[config.mk]
export PLATFORM = sky130hd
export DESIGN_NAME = mux2_rr_feeder
export DESIGN_NICKNAME = d
export VERILOG_FILES = /design/src/rtl/mux2_rr_feeder_pkg.sv /design/src/rtl/mux2_rr_feeder_mux2_w.sv /design/src/rtl/mux2_rr_feeder.sv
export SDC_FILE = /design/constraint.sdc
export NUM_CORES = 1
export LEC_CHECK = 0
export BUFFER_PORTS_ARGS = -buffer_cell sky130_fd_sc_hd__buf_2
export CORE_ASPECT_RATIO = 0.7
export CORE_MARGIN = 2
export CORE_UTILIZATION = 30
export DETAILED_ROUTE_END_ITERATION = 10
export GPL_TIMING_DRIVEN = 0
export SKIP_LAST_GASP = 1
export SLEW_MARGIN = 15
export SYNTH_ARGS = -nofsm -noshare
export SYNTH_HDL_FRONTEND = slang
export SYNTH_SLANG_ARGS = --single-unit
[constraint.sdc]
create_clock -name clk -period 2.18 [get_ports clk]
set_input_delay 0.218 -clock clk [delete_from_list [all_inputs] [get_ports clk]]
set_output_delay 0.218 -clock clk [all_outputs]
set_load 0.03 [all_outputs]
[src/rtl/mux2_rr_feeder_pkg.sv]
// Shared types for the round-robin 2:1 feeder: FSM state encoding and
// source identifiers used for the last-served flag.
package mux2_rr_feeder_pkg;

  typedef enum logic [1:0] {
    ST_IDLE = 2'd0,
    ST_GA   = 2'd1,
    ST_GB   = 2'd2
  } state_e;

  typedef enum logic {
    SRC_A = 1'b0,
    SRC_B = 1'b1
  } src_e;

endpackage

[src/rtl/mux2_rr_feeder_mux2_w.sv]
// WIDTH-wide combinational 2:1 mux; s=0 passes a, s=1 passes b.
module mux2_w #(
  parameter int WIDTH = 1
) (
  input  logic [WIDTH-1:0] a,
  input  logic [WIDTH-1:0] b,
  input  logic             s,
  output logic [WIDTH-1:0] o
);

  assign o = s ? b : a;

endmodule

[src/rtl/mux2_rr_feeder.sv]
// Round-robin feeder for the 2:1 select mux. Arbitrates two valid/ready
// sources with a bounded burst per source, drives the mux select, and
// registers the selected word into a single output stage.
module mux2_rr_feeder
  import mux2_rr_feeder_pkg::*;
#(
  parameter int WIDTH = 1,
  parameter int BURST = 4
) (
  input  logic             clk,
  input  logic             rst,
  input  logic             a_valid,
  input  logic [WIDTH-1:0] a,
  output logic             a_ready,
  input  logic             b_valid,
  input  logic [WIDTH-1:0] b,
  output logic             b_ready,
  output logic             s,
  output logic [WIDTH-1:0] o,
  output logic             o_valid,
  input  logic             o_ready
);

  localparam int            CW      = $clog2(BURST) + 1;
  localparam logic [CW-1:0] CNT_MAX = CW'(BURST - 1);

  state_e           state_q, state_d;
  src_e             last_q, last_d;
  logic [CW-1:0]    cnt_q, cnt_d;
  logic             s_q, s_d;
  logic [WIDTH-1:0] o_q;
  logic             ov_q;
  logic [WIDTH-1:0] mux_w;
  logic             load, a_xfer, b_xfer, grant_a, grant_b;

  // The output stage can take a word when empty or being drained this cycle.
  assign load    = !ov_q || o_ready;
  assign a_ready = load && (state_q == ST_GA);
  assign b_ready = load && (state_q == ST_GB);
  assign a_xfer  = a_valid && a_ready;
  assign b_xfer  = b_valid && b_ready;

  assign s       = s_q;
  assign o       = o_q;
  assign o_valid = ov_q;

  // s_q tracks the grant, so the mux always steers the granted source.
  mux2_w #(.WIDTH(WIDTH)) u_mux (
    .a (a),
    .b (b),
    .s (s_q),
    .o (mux_w)
  );

  // Next-state logic: grant selection, burst counting, source switching.
  always_comb begin
    state_d = state_q;
    last_d  = last_q;
    cnt_d   = cnt_q;
    s_d     = s_q;
    grant_a = 1'b0;
    grant_b = 1'b0;
    case (state_q)
      ST_IDLE: begin
        // Tie goes to whichever source was not served last.
        if (a_valid && b_valid) begin
          if (last_q == SRC_B) grant_a = 1'b1;
          else                 grant_b = 1'b1;
        end else if (a_valid) begin
          grant_a = 1'b1;
        end else if (b_valid) begin
          grant_b = 1'b1;
        end
      end
      ST_GA: begin
        // Count saturates so a lone source can stream forever without wrap.
        if (a_xfer && (cnt_q != CNT_MAX)) cnt_d = cnt_q + CW'(1);
        if (b_valid && (!a_valid || (a_xfer && (cnt_q == CNT_MAX)))) grant_b = 1'b1;
        else if (!a_valid && !b_valid) state_d = ST_IDLE;
      end
      ST_GB: begin
        if (b_xfer && (cnt_q != CNT_MAX)) cnt_d = cnt_q + CW'(1);
        if (a_valid && (!b_valid || (b_xfer && (cnt_q == CNT_MAX)))) grant_a = 1'b1;
        else if (!a_valid && !b_valid) state_d = ST_IDLE;
      end
      default: state_d = ST_IDLE;
    endcase
    if (grant_a) begin
      state_d = ST_GA;
      cnt_d   = '0;
      last_d  = SRC_A;
      s_d     = 1'b0;
    end
    if (grant_b) begin
      state_d = ST_GB;
      cnt_d   = '0;
      last_d  = SRC_B;
      s_d     = 1'b1;
    end
  end

  // Control state registers; last starts at B so A wins the first tie.
  always_ff @(posedge clk) begin
    if (rst) begin
      state_q <= ST_IDLE;
      last_q  <= SRC_B;
      cnt_q   <= '0;
      s_q     <= 1'b0;
    end else begin
      state_q <= state_d;
      last_q  <= last_d;
      cnt_q   <= cnt_d;
      s_q     <= s_d;
    end
  end

  // Single output stage: load on transfer, otherwise drain when accepted.
  always_ff @(posedge clk) begin
    if (rst) begin
      o_q  <= '0;
      ov_q <= 1'b0;
    end else if (a_xfer || b_xfer) begin
      o_q  <= mux_w;
      ov_q <= 1'b1;
    end else begin
      ov_q <= ov_q && !o_ready;
    end
  end

endmodule

==> flow_results.org, run 1 <==
** Status
- The run finished with clean final reports.

** Clock network
- Number of sinks on the clock net :: 9
- For the worst-skew pair, the clock arrives at the later sink with an insertion delay of 260 ps.
- Root Buffer Master :: clkbuf_4
- CTS built an H-tree with a depth of 1.
- Clock slew seen by the registers of the worst setup and hold paths :: 60 ps
- Number of setup buffers added after CTS :: 0
- Resized cells post-CTS :: 0
- CTS tree :: yes
- Hold buffers post-CTS :: 0
- Number of buffers created by CTS :: 3
- In this run the deepest clock path goes through 2 buffers.

** Timing
- Post-route clock period utilization :: 88.6%
- Max transition margin :: 57.0%
- Between clock sinks in the finished design, the worst skew comes to 7.48 ps.
- Subtracting the final worst setup slack from the clock period gives 1930 ps.
- Slew at the pin closest to its max-slew limit :: 638 ps
- Number of slew-limit violations in the final report :: 0
- In the final timing run, aggregate negative setup slack is 0 ps.
- Final setup violation count :: 0
- Based on the critical path, the design can be clocked at up to 517 MHz.
- The worst path meets setup with 248 ps of slack.
- Setup repair after global routing missed its margin :: no
- Number of endpoints with negative hold slack in the final report :: 0

** Layout
- 0 antenna diodes ended up in the layout.
- Layout cells sized above 1 :: 24.1%
- Counting the fill cells in the layout gives 199.
- Nets@finish :: 92
- Area growth from synthesis to final layout :: 18.3%

** Route
- 1st-iter DRT viols :: 14
- Post-detailed-routing wire length :: 1200 um
- Once detail routing completed, the nets flagged for antenna violations numbered 0.
- In the routed layout, each cell is associated on average with a via count of 5.28.
- Total vias in the final route :: 533
- The pre-antenna-repair detailed-routing pass consisted of 4 iterations.
- After detailed routing, the number of remaining DRC violations is 0.
- In the final routed layout, each cell accounts on average for 11.9 um.

** Synth
- Yosys printed 0 warnings.
- The average instance in the mapped netlist occupies 8.72 um^2.
- In the synthesized netlist the dominant register cell turns out to be dfxtp_1.
- Gate count of the mapped netlist :: 65
- Yosys mapped a number of flops with a built-in enable equal to 0.
- For this run, asynchronously set or reset flops after synthesis account for 0%.
- Nets in the synthesized netlist :: 77
- Total of flip-flops plus latches after synthesis :: 9
- Sequential element share of the synthesized area :: 31.8%
- After synthesis the cells add up to 567 um^2.
- In this run, distinct cell masters in the synthesized netlist total 25.

** Critical path
- The worst setup path is captured at a flip-flop.
- Crit path DAT :: 2100 ps
- Cell family with most CP delay :: compound AO/OA/AOI/OAI gates
- By startpoint and endpoint, the worst setup path is classified as reg -> reg.
- Slowest cell delay on critical path :: 530 ps
- The critical path contains buffers and inverters numbering 2 combined.
- Critical path launch point type :: flip-flop
- Among all stages on the critical path, the largest delay is contributed by o21ai_0.
- Series of cell instances along the critical path :: inv_1 > ha_1 > inv_1 > o21ai_0 > o21ai_0 > a2111oi_2
- Along the worst path, the maximum fanout reaches 6.
- Worst EP required :: 2340 ps

** Floorplanning
- The die is 56.0 um wide.
- Area of the die :: 0.00226 mm^2
- Initial cell density of the core :: 31.1%
- Core area :: 0.00182 mm^2
- From bottom edge to top edge, the die measures 40.4 um.
- 12 I/O pins were placed.
- The floorplan has 13 rows.

** Global route
- The initial antenna violation count was 0.
- The via count of the first global-routing pass came to 460.
- All-layer global routing usage :: 12.1%
- Aggregate global routing overflow :: 0
- Entering global routing, the biggest net connects 11 pins.
- First-pass GRT wire length :: 1950 um

** Power and ir drop
- Areal power density over the cells :: 747 mW/mm^2
- Cell leakage power :: 0.000265 uW
- Max VDD drop :: 0.000278 V

** Placement
- Final GP Congestion :: 0.808
- HPWL after detailed placement :: 978 um
- Setup slack at placement :: 314 ps
- Input and output buffers added on the ports amount to 10.

** Run
- Max-cap viol count :: 0

** Min path
- The path class of the tightest hold or removal check is in -> reg.
-- logic make-up after synthesis --
group,count (synthesis),share of synthesized area (%)
AND/OR/NAND/NOR,18,17.0
multiplexers,1,1.77
AO/OA/AOI/OAI,23,31.1
buffers and inverters,9,7.28
adder cells (fa/ha/maj),5,11.0
flip-flops,9,31.8
-- report_power, final --
part	switching [uW]	internal, uW	leakage (uW)	total [uW]
clock	56.0	70.4	0.0000150	126
sequential	13.2	183	0.0000737	196
combinational	114	64.3	0.000177	178
-- cells in the final DEF, fill, tap and decap left out, types with 2 or more instances in the layout --
cell type and instances:
o21a_1 2, nor2_1 6, ha_1 5, inv_1 8, nor3_1 2, o21ai_0 8
o22ai_1 2, or3_1 2, a21oi_1 3, clkbuf_4 3, buf_2 10, nand2_1 2
a2111oi_2 3, dfxtp_1 9
-- final timing paths --
kind | start | endpoint | slack [ps] | depth (start not counted)
hold reg to reg | state_q[1] | state_q[1] | 500 | 2
setup / recovery | state_q[1] | cnt_q[2] | 250 | 6
hold / removal | rst | s | 180 | 2
setup reg to reg | state_q[1] | cnt_q[2] | 250 | 6
-- synth_stat cells (2+ instances only) --
library cell / number / area, um^2
nor3_1: 2 / 10.0
a2111oi_2: 3 / 45.0
o21ai_0: 8 / 40.0
dfxtp_1: 9 / 180
inv_1: 8 / 30.0
ha_1: 5 / 62.6
o22ai_1: 2 / 12.5
a21oi_1: 3 / 15.0
or3_1: 2 / 12.5
o21a_1: 2 / 15.0
nor2_1: 6 / 22.5
nand2_1: 2 / 7.51
-- per-layer routing --
layer,global-route usage (%),wire length [um]
met1,13.7,566
met2,21.1,551
met3,5.81,79
met4,3.57,4
met5,0,0
-- layout make-up --
| cell class | count | area (um^2) | share of cell area, % |
|---|---|---|---|
| timing repair buffer | 10 | 50.0 | 7.46 |
| inverter | 8 | 30.0 | 4.48 |
| tap | 22 | 27.5 | 4.10 |
| multi-input combinational | 47 | 345 | 51.5 |
| clock buffer | 4 | 26.3 | 3.92 |
| sequential | 9 | 180 | 26.9 |
| buffer | 1 | 11.3 | 1.68 |
-- per-stage QoR --
stage / total power, uW / instances / hold WS, ps / util [%] / area (um^2)
3_3_place_gp: 373 / 97 / 447 / 35.4 / 644
5_1_grt: 534 / 101 / 172 / 36.8 / 671
4_1_cts: 506 / 101 / 173 / 36.8 / 671
2_1_floorplan: 333 / 65 / 417 / - / 567
6_report: 501 / 101 / 178 / 36.8 / 671
3_5_place_dp: 377 / 97 / 449 / 35.4 / 644
-- flip-flops by register name, summed over array words and instances (netlist names) --
register and count:
cnt_q 3, last_q 1, o 1, o_valid 1, s 1, state_q 2
Note: power is estimated with default switching activity, not from simulation.
==> run 2, diff against run 1 <==
--- a/config.mk
+++ b/config.mk
@@ -6,7 +6,6 @@
 export NUM_CORES = 1
 export LEC_CHECK = 0
 export BUFFER_PORTS_ARGS = -buffer_cell sky130_fd_sc_hd__buf_2
-export CORE_ASPECT_RATIO = 0.7
 export CORE_MARGIN = 2
 export CORE_UTILIZATION = 30
 export DETAILED_ROUTE_END_ITERATION = 10
==> flow_results.org, run 2 (synthesized netlist as in run 1, its figures left out) <==
** Status
- Status :: finished clean

** Critical path
- The endpoint identified for the worst register-to-register timing path is cnt_q[0].
- The cell family contributing the most delay on the critical path is compound AO/OA/AOI/OAI gates.
- Setup slack on the worst reg-to-reg path comes out at 370 ps.
- Slowest cell delay on critical path :: 430 ps
- STA puts the critical path data required time at 2340 ps.
- Data on the critical path arrives at its endpoint at 1980 ps.
- Cell at the slowest stage of the critical path :: or3_1
- Critical path launch point type :: flip-flop
- Crit-path max FO :: 6
- The worst register-to-register path begins at state_q[1].
- Critical path's most frequent cell :: inv_1
- Crit Path Class :: reg -> reg
- R2R depth :: 6
- Total buffers and inverters traversed by the critical path :: 2
- Walking the worst path, the cells encountered are inv_1 > ha_1 > inv_1 > o21ai_0 > or3_1 > a2111oi_2.
- STA classifies the critical path endpoint as a flip-flop.

** Timing
- On the final layout, the worst clock skew is 4.49 ps.
- Number of endpoints with negative hold slack in the final report :: 0
- For the pin with the worst max-slew slack, the measured transition is 544 ps.
- Setup repair after global routing left no endpoint under its margin.
- Fin crit period :: 1810 ps
- Final WS setup :: 370 ps
- Setup total negative slack on the finished layout was measured at 0 ps.
- In this run the tightest slew margin relative to its limit is 63.3%.
- Final setup violation count :: 0
- The final critical path takes up 83.0% of the cycle.
- Number of slew-limit violations in the final report :: 0
- Fmax achieved :: 552 MHz

** Global route
- The initial antenna violation count came to 0.
- The via count of the first global-routing pass came to 464.
- Aggregate global routing overflow :: 0
- All-layer global routing usage :: 12.5%
- Entering global routing, the biggest net connects 11 pins.
- First-pass GRT wire length :: 1940 um

** Layout
- The register with the most flip-flops in the layout has 3 of them.
- Nets@finish :: 92
- In the layout the commonest cells are buf_2 (10), dfxtp_1 (9), inv_1 (8), o21ai_0 (8), nor2_1 (6).
- Antenna fix cells :: 0
- Largest Register :: cnt_q
- Relative to the synthesized area, the layout overhead comes to 19.0%.
- Cell area after layout :: 674 um^2
- Commonest non-fill, non-tap cell in the layout :: buf_2
- Layout cells sized above 1 :: 24.1%
- The largest registers in the layout are cnt_q x3, state_q x2.

** Placement
- Number of buffers inserted by port buffering :: 10
- OpenSTA, run right after detailed placement, puts the worst setup slack at 418 ps.
- Final GP Congestion :: 0.787
- HPWL after detailed placement :: 875 um
- After detailed placement, the total cell area comes to 648 um^2.

** Clock network
- TritonCTS built the clock tree.
- Root Buffer Master :: clkbuf_4
- Clock slew seen by the registers of the worst setup and hold paths :: 60 ps
- CTS built an H-tree with a depth of 1.
- TritonCTS created 3 clock buffers.
- Number of sinks on the clock net :: 9
- Number of setup buffers added after CTS :: 0
- Resized cells post-CTS :: 0
- Buffers inserted to repair hold after CTS numbered 0.
- For the worst-skew pair, the clock arrives at the later sink with an insertion delay of 260 ps.
- The clock passes through at most 2 buffers.

** Power and ir drop
- Max VDD drop :: 0.000335 V
- In this run the power density over the cells is 746 mW/mm^2.
- Cell leakage power :: 0.000265 uW

** Route
- For this block, the via count after detailed routing is 517.
- Wires add up to 1100 um.
- Average detailed-routed wire length per instance :: 10.6 um
- Dividing the detail-routed via count by the number of cells gives 4.97.
- Number of detailed-route iterations in the first pass :: 4
- The detailed router finished its first iteration with 6 violations.
- Once detail routing completed, the nets flagged for antenna violations numbered 0.
- Number of remaining DRC errors :: 0

** Floorplanning
- The initial utilization of the core area, before any placement, comes to 32.5%.
- The initialized floorplan defines 15 standard-cell rows.
- The die is 47.5 um tall.
- The die is 47.5 um wide.
- Area of the die :: 0.00225 mm^2
- Top-Level Pins :: 12
- Core area :: 0.00175 mm^2

** Min path
- Hold WC Path Type :: in -> reg
- Along the worst hold path, the cell count comes to 2.
- The path with the worst hold slack has its endpoint at s.
- In this run the most critical hold path is launched from rst.

** Run
- Max-cap viol count :: 0
run 2: cell counts in the layout (fill, tap and decap cells not counted):
No cell type changed its count.
run 2: area by class of cell:
type	count	area [um^2]
buffer	1	11.3
clock buffer	4	26.3
fill	195	1070
inverter	8	30.0
multi-input combinational	47	345
sequential	9	180
tap	25	31.3
timing repair buffer	10	50.0
run 2: layer usage:
| metal | GRT usage (%) | wire length, um | up-vias |
|---|---|---|---|
| li1 | - | - | 265 |
| met1 | 15.5 | 515 | 235 |
| met2 | 19.5 | 510 | 12 |
| met3 | 3.40 | 48 | 5 |
| met4 | 6.67 | 26 | 0 |
| met5 | 0 | 0 | - |
run 2: where the power goes:
part,leakage [uW],internal [uW],switching [uW]
sequential,0.0000737,183,12.0
combinational,0.000177,64.6,113
clock,0.0000150,70.6,60.3
run 2: metrics by stage:
| step | total power, uW | util, % | std cells | hold slack [ps] |
|---|---|---|---|---|
| 2_1_floorplan | 333 | - | 65 | 417 |
| 3_3_place_gp | 371 | 37.1 | 100 | 447 |
| 3_5_place_dp | 374 | 37.1 | 100 | 447 |
| 4_1_cts | 506 | 38.6 | 104 | 168 |
| 5_1_grt | 542 | 38.6 | 104 | 168 |
| 6_report | 503 | 38.6 | 104 | 173 |
run 2: worst reg2reg max path, stage by stage, from the launching register on:
cell	delay, ps
dfxtp_1	340
inv_1	60
ha_1	210
inv_1	120
o21ai_0	210
or3_1	430
a2111oi_2	340
run 2: worst max-delay path by stage:
| stage | end | startpoint | depth (start not counted) | slack, ps |
|---|---|---|---|---|
| 2_1_floorplan | cnt_q[0] | state_q[1] | 6 | 550 |
| 3_3_place_gp | cnt_q[0] | state_q[1] | 6 | 420 |
| 3_5_place_dp | cnt_q[0] | state_q[1] | 6 | 420 |
| 4_1_cts | cnt_q[0] | state_q[1] | 6 | 390 |
| 5_1_grt | cnt_q[0] | state_q[1] | 6 | 180 |
| 6_report | cnt_q[0] | state_q[1] | 6 | 370 |
==> run 3, diff against run 2 <==
--- a/config.mk
+++ b/config.mk
@@ -5,6 +5,7 @@
 export SDC_FILE = /design/constraint.sdc
 export NUM_CORES = 1
 export LEC_CHECK = 0
+export ABC_AREA = 1
 export BUFFER_PORTS_ARGS = -buffer_cell sky130_fd_sc_hd__buf_2
 export CORE_MARGIN = 2
 export CORE_UTILIZATION = 30
==> constraint.sdc (replaced) <==
create_clock -name clk -period 1.7 [get_ports clk]
set_input_delay 0.17 -clock clk [delete_from_list [all_inputs] [get_ports clk]]
set_output_delay 0.17 -clock clk [all_outputs]
set_load 0.03 [all_outputs]
==> flow_results.org, run 3 <==
** Layout
- Commonest non-fill, non-tap cell in the layout :: nand2_1
- More flip-flops sit in one register than any other, and that register is cnt_q.
- Area occupied by multi-input gates :: 348 um^2
- The net count of the finished layout is 109.
- The largest registers in the layout are cnt_q x3, state_q x2.
- Count of non-filler cells in the finished layout :: 123
- Highest-count cells in the layout ignoring fill and taps :: nand2_1 (19), inv_1 (14), buf_2 (11)
- Total of fill cells in the finished design :: 205
- Area growth from synthesis to final layout :: 19.6%
- Number of flip-flops under the largest register name :: 3
- Of the cells placed in the final design, the portion with a size suffix greater than 1 is 30.2%.
- In the final layout, flip-flops and latches occupy 180 um^2.
- Antenna fix cells :: 0

** Power and ir drop
- Areal power density over the cells :: 967 mW/mm^2
- Cell leakage power :: 0.000342 uW
- Max VDD drop :: 0.000312 V

** Clock network
- Number of buffers created by CTS :: 3
- CTS tree :: yes
- H-tree depth reported by CTS :: 1
- Number of setup buffers added after CTS :: 0
- Counting along the longest clock path gives a buffer depth of 2.
- For this design, the CTS-stage hold fixing added 0 buffers.
- The clock drives 9 sinks.
- Clock Latency Late Sink :: 260 ps
- Root Buffer Master :: clkbuf_4
- Resized cells post-CTS :: 0
- Clock slew seen by the registers of the worst setup and hold paths :: 60 ps

** Placement
- Summed over all nets, the half-perimeter wirelength after detailed placement is 917 um.
- Number of cells after detailed placement :: 119
- Number of buffers inserted by port buffering :: 11
- The congestion estimate from routability-driven global placement came to 0.726.

** Route
- Antenna violation net count after detailed routing :: 0
- Post-detailed-routing wire length :: 1120 um
- Vias per Instance :: 4.30
- Average detailed-routed wire length per instance :: 9.08 um
- Number of remaining DRC errors :: 0
- In this run, the number of DRC markers left after iteration 0 of detailed routing was 4.
- Number of detailed-route iterations in the first pass :: 2
- Total vias in the final route :: 529

** Synth
- Synthesized area divided by synthesized cell count :: 7.26 um^2
- Yosys synthesis warning count :: 0
- Nets in the synthesized netlist :: 93
- Summing the sequential cell areas from Yosys gives 30.6% of the chip area.
- Async SR Flop Fraction :: 0%
- For this run, the leading register cell type out of synthesis is dfxtp_1.
- After synthesis, the cell types taking the most area are dfxtp_1 (31%), nand2_1 (12%), ha_1 (11%), inv_1 (8.9%), nand4_1 (5.3%).
- Synthesis produced a netlist whose cell count is 81.
- After synthesis, the most frequently instantiated cells are nand2_1 (19), inv_1 (14), dfxtp_1 (9).
- Among all cell types in the netlist, the one instantiated most often is nand2_1.
- Counting flops with a built-in enable in the synthesized netlist gives 0.
- Distinct cell type count after synthesis :: 20
- Library cell with the largest summed area after synthesis :: dfxtp_1
- Fraction of synthesized cell area taken by the top area cell type :: 30.6%
- Synthesis inferred 9 register bits.
- The mapped netlist covers 588 um^2.

** Timing
- At the pin with the least slew margin, the transition time is 133 ps.
- The final number of max-transition violations was 0.
- After layout, the worst path uses 86.4% of the clock period.
- Sum Neg Setup Slack :: 0 ps
- The worst pin sits at a relative slew slack of 90.9%.
- Setup repair after global routing left no endpoint under its margin.
- Final setup violation count :: 0
- Number of endpoints with negative hold slack in the final report :: 0
- Derived from the worst setup path, the maximum achievable clock frequency is 681 MHz.
- Clk_skew :: 5.80 ps
- Fin crit period :: 1470 ps

** Floorplanning
- Area of the die :: 0.00233 mm^2
- Die span in x :: 48.3 um
- In this run the vertical extent of the chip is 48.3 um.
- Core area :: 0.00190 mm^2
- Initial cell density of the core :: 30.9%
- Count of standard-cell rows :: 16
- Top-Level Pins :: 12

** Status
- The flow ran to the end, and the final reports show no timing, DRC or antenna violations.

** Critical path
- Worst setup slack for register-to-register paths :: 280 ps
- Crit path DAT :: 1300 ps
- In this run the worst path has a maximum fanout of 4.
- On the critical path the largest part of the delay comes from buffers and inverters.
- At the worst endpoint, the required time is 1530 ps.
- Total buffers and inverters traversed by the critical path :: 3
- Critical path launch point type :: flip-flop
- Series of cell instances along the critical path :: inv_1 > ha_1 > inv_1 > nor2_2 > buf_2
- Crit Path Class :: reg -> out
- The worst setup path is captured at a primary output.
- Slowest cell delay on critical path :: 320 ps
- Critical path's most frequent cell :: inv_1
- Among all stages on the critical path, the largest delay is contributed by dfxtp_1.

** Global route
- The initial antenna violation count is 0.
- All-layer global routing usage :: 11.0%
- First-pass GRT wire length :: 1760 um
- Global routing finished with a remaining overflow of 0.
- Via count of the first global-routing pass :: 433
- Pin count of the biggest net entering global routing :: 8

** Min path
- Hold WC Path Type :: in -> reg

** Run
- Max-cap viol count :: 0
run 3: changes by cell type after synthesis, sizes merged, moves of 3 or more:
cell / before / now
a2111oi: 3 / 0
a21oi: 3 / 6
inv: 8 / 16
nand2: 2 / 24
nand3: 0 / 5
nand4: 0 / 5
o21ai: 8 / 3
run 3: path summary, 6_finish.rpt:
check / to / start / depth (start not counted)
min reg2reg: cnt_q[2] / cnt_q[2] / 2
min: s / rst / 2
max: a_ready / state_q[1] / 5
max reg2reg: cnt_q[0] / cnt_q[0] / 8
run 3: through the flow:
stage	total power, uW	setup slack [ps]	hold slack (ps)	instance area, um^2	util, %
final	680	231	134	703	37.0
after global routing	739	97.1	140	703	37.0
after CTS	690	211	128	703	37.0
after detailed placement	517	280	413	677	35.6
after global placement	511	281	413	677	35.6
after floorplan	455	347	239	588	-
run 3: power by group:
group	internal, uW	switching, uW	total [uW]
clock network	90.6	77.9	168
registers	237	17.9	255
logic	89.7	167	256
total	417	263	680
run 3: per-layer routing:
metal | global-route usage, % | up-vias | share of wire [%] | routed length, um
li1 | - | 291 | - | -
met1 | 13.4 | 224 | 47 | 520
met2 | 17.6 | 11 | 48 | 535
met3 | 2.22 | 3 | 3.8 | 43
met4 | 6.49 | 0 | 1.6 | 18
met5 | 0 | - | 0 | 0
run 3: layout make-up:
cell class	count	area share (%)
clock buffer	4	3.74
inverter	16	8.54
multi-input combinational	56	49.5
sequential	9	25.6
tap	27	4.80
timing repair buffer	11	7.83
run 3: cells by family after synthesis:
group | after synthesis | share of synthesized area [%]
buffers and inverters | 16 | 10.2
adders and majority gates | 5 | 10.6
muxes | 1 | 1.70
AOI/OAI and AO/OA | 11 | 12.8
and+or+nand+nor | 39 | 34.0
DFF | 9 | 30.6
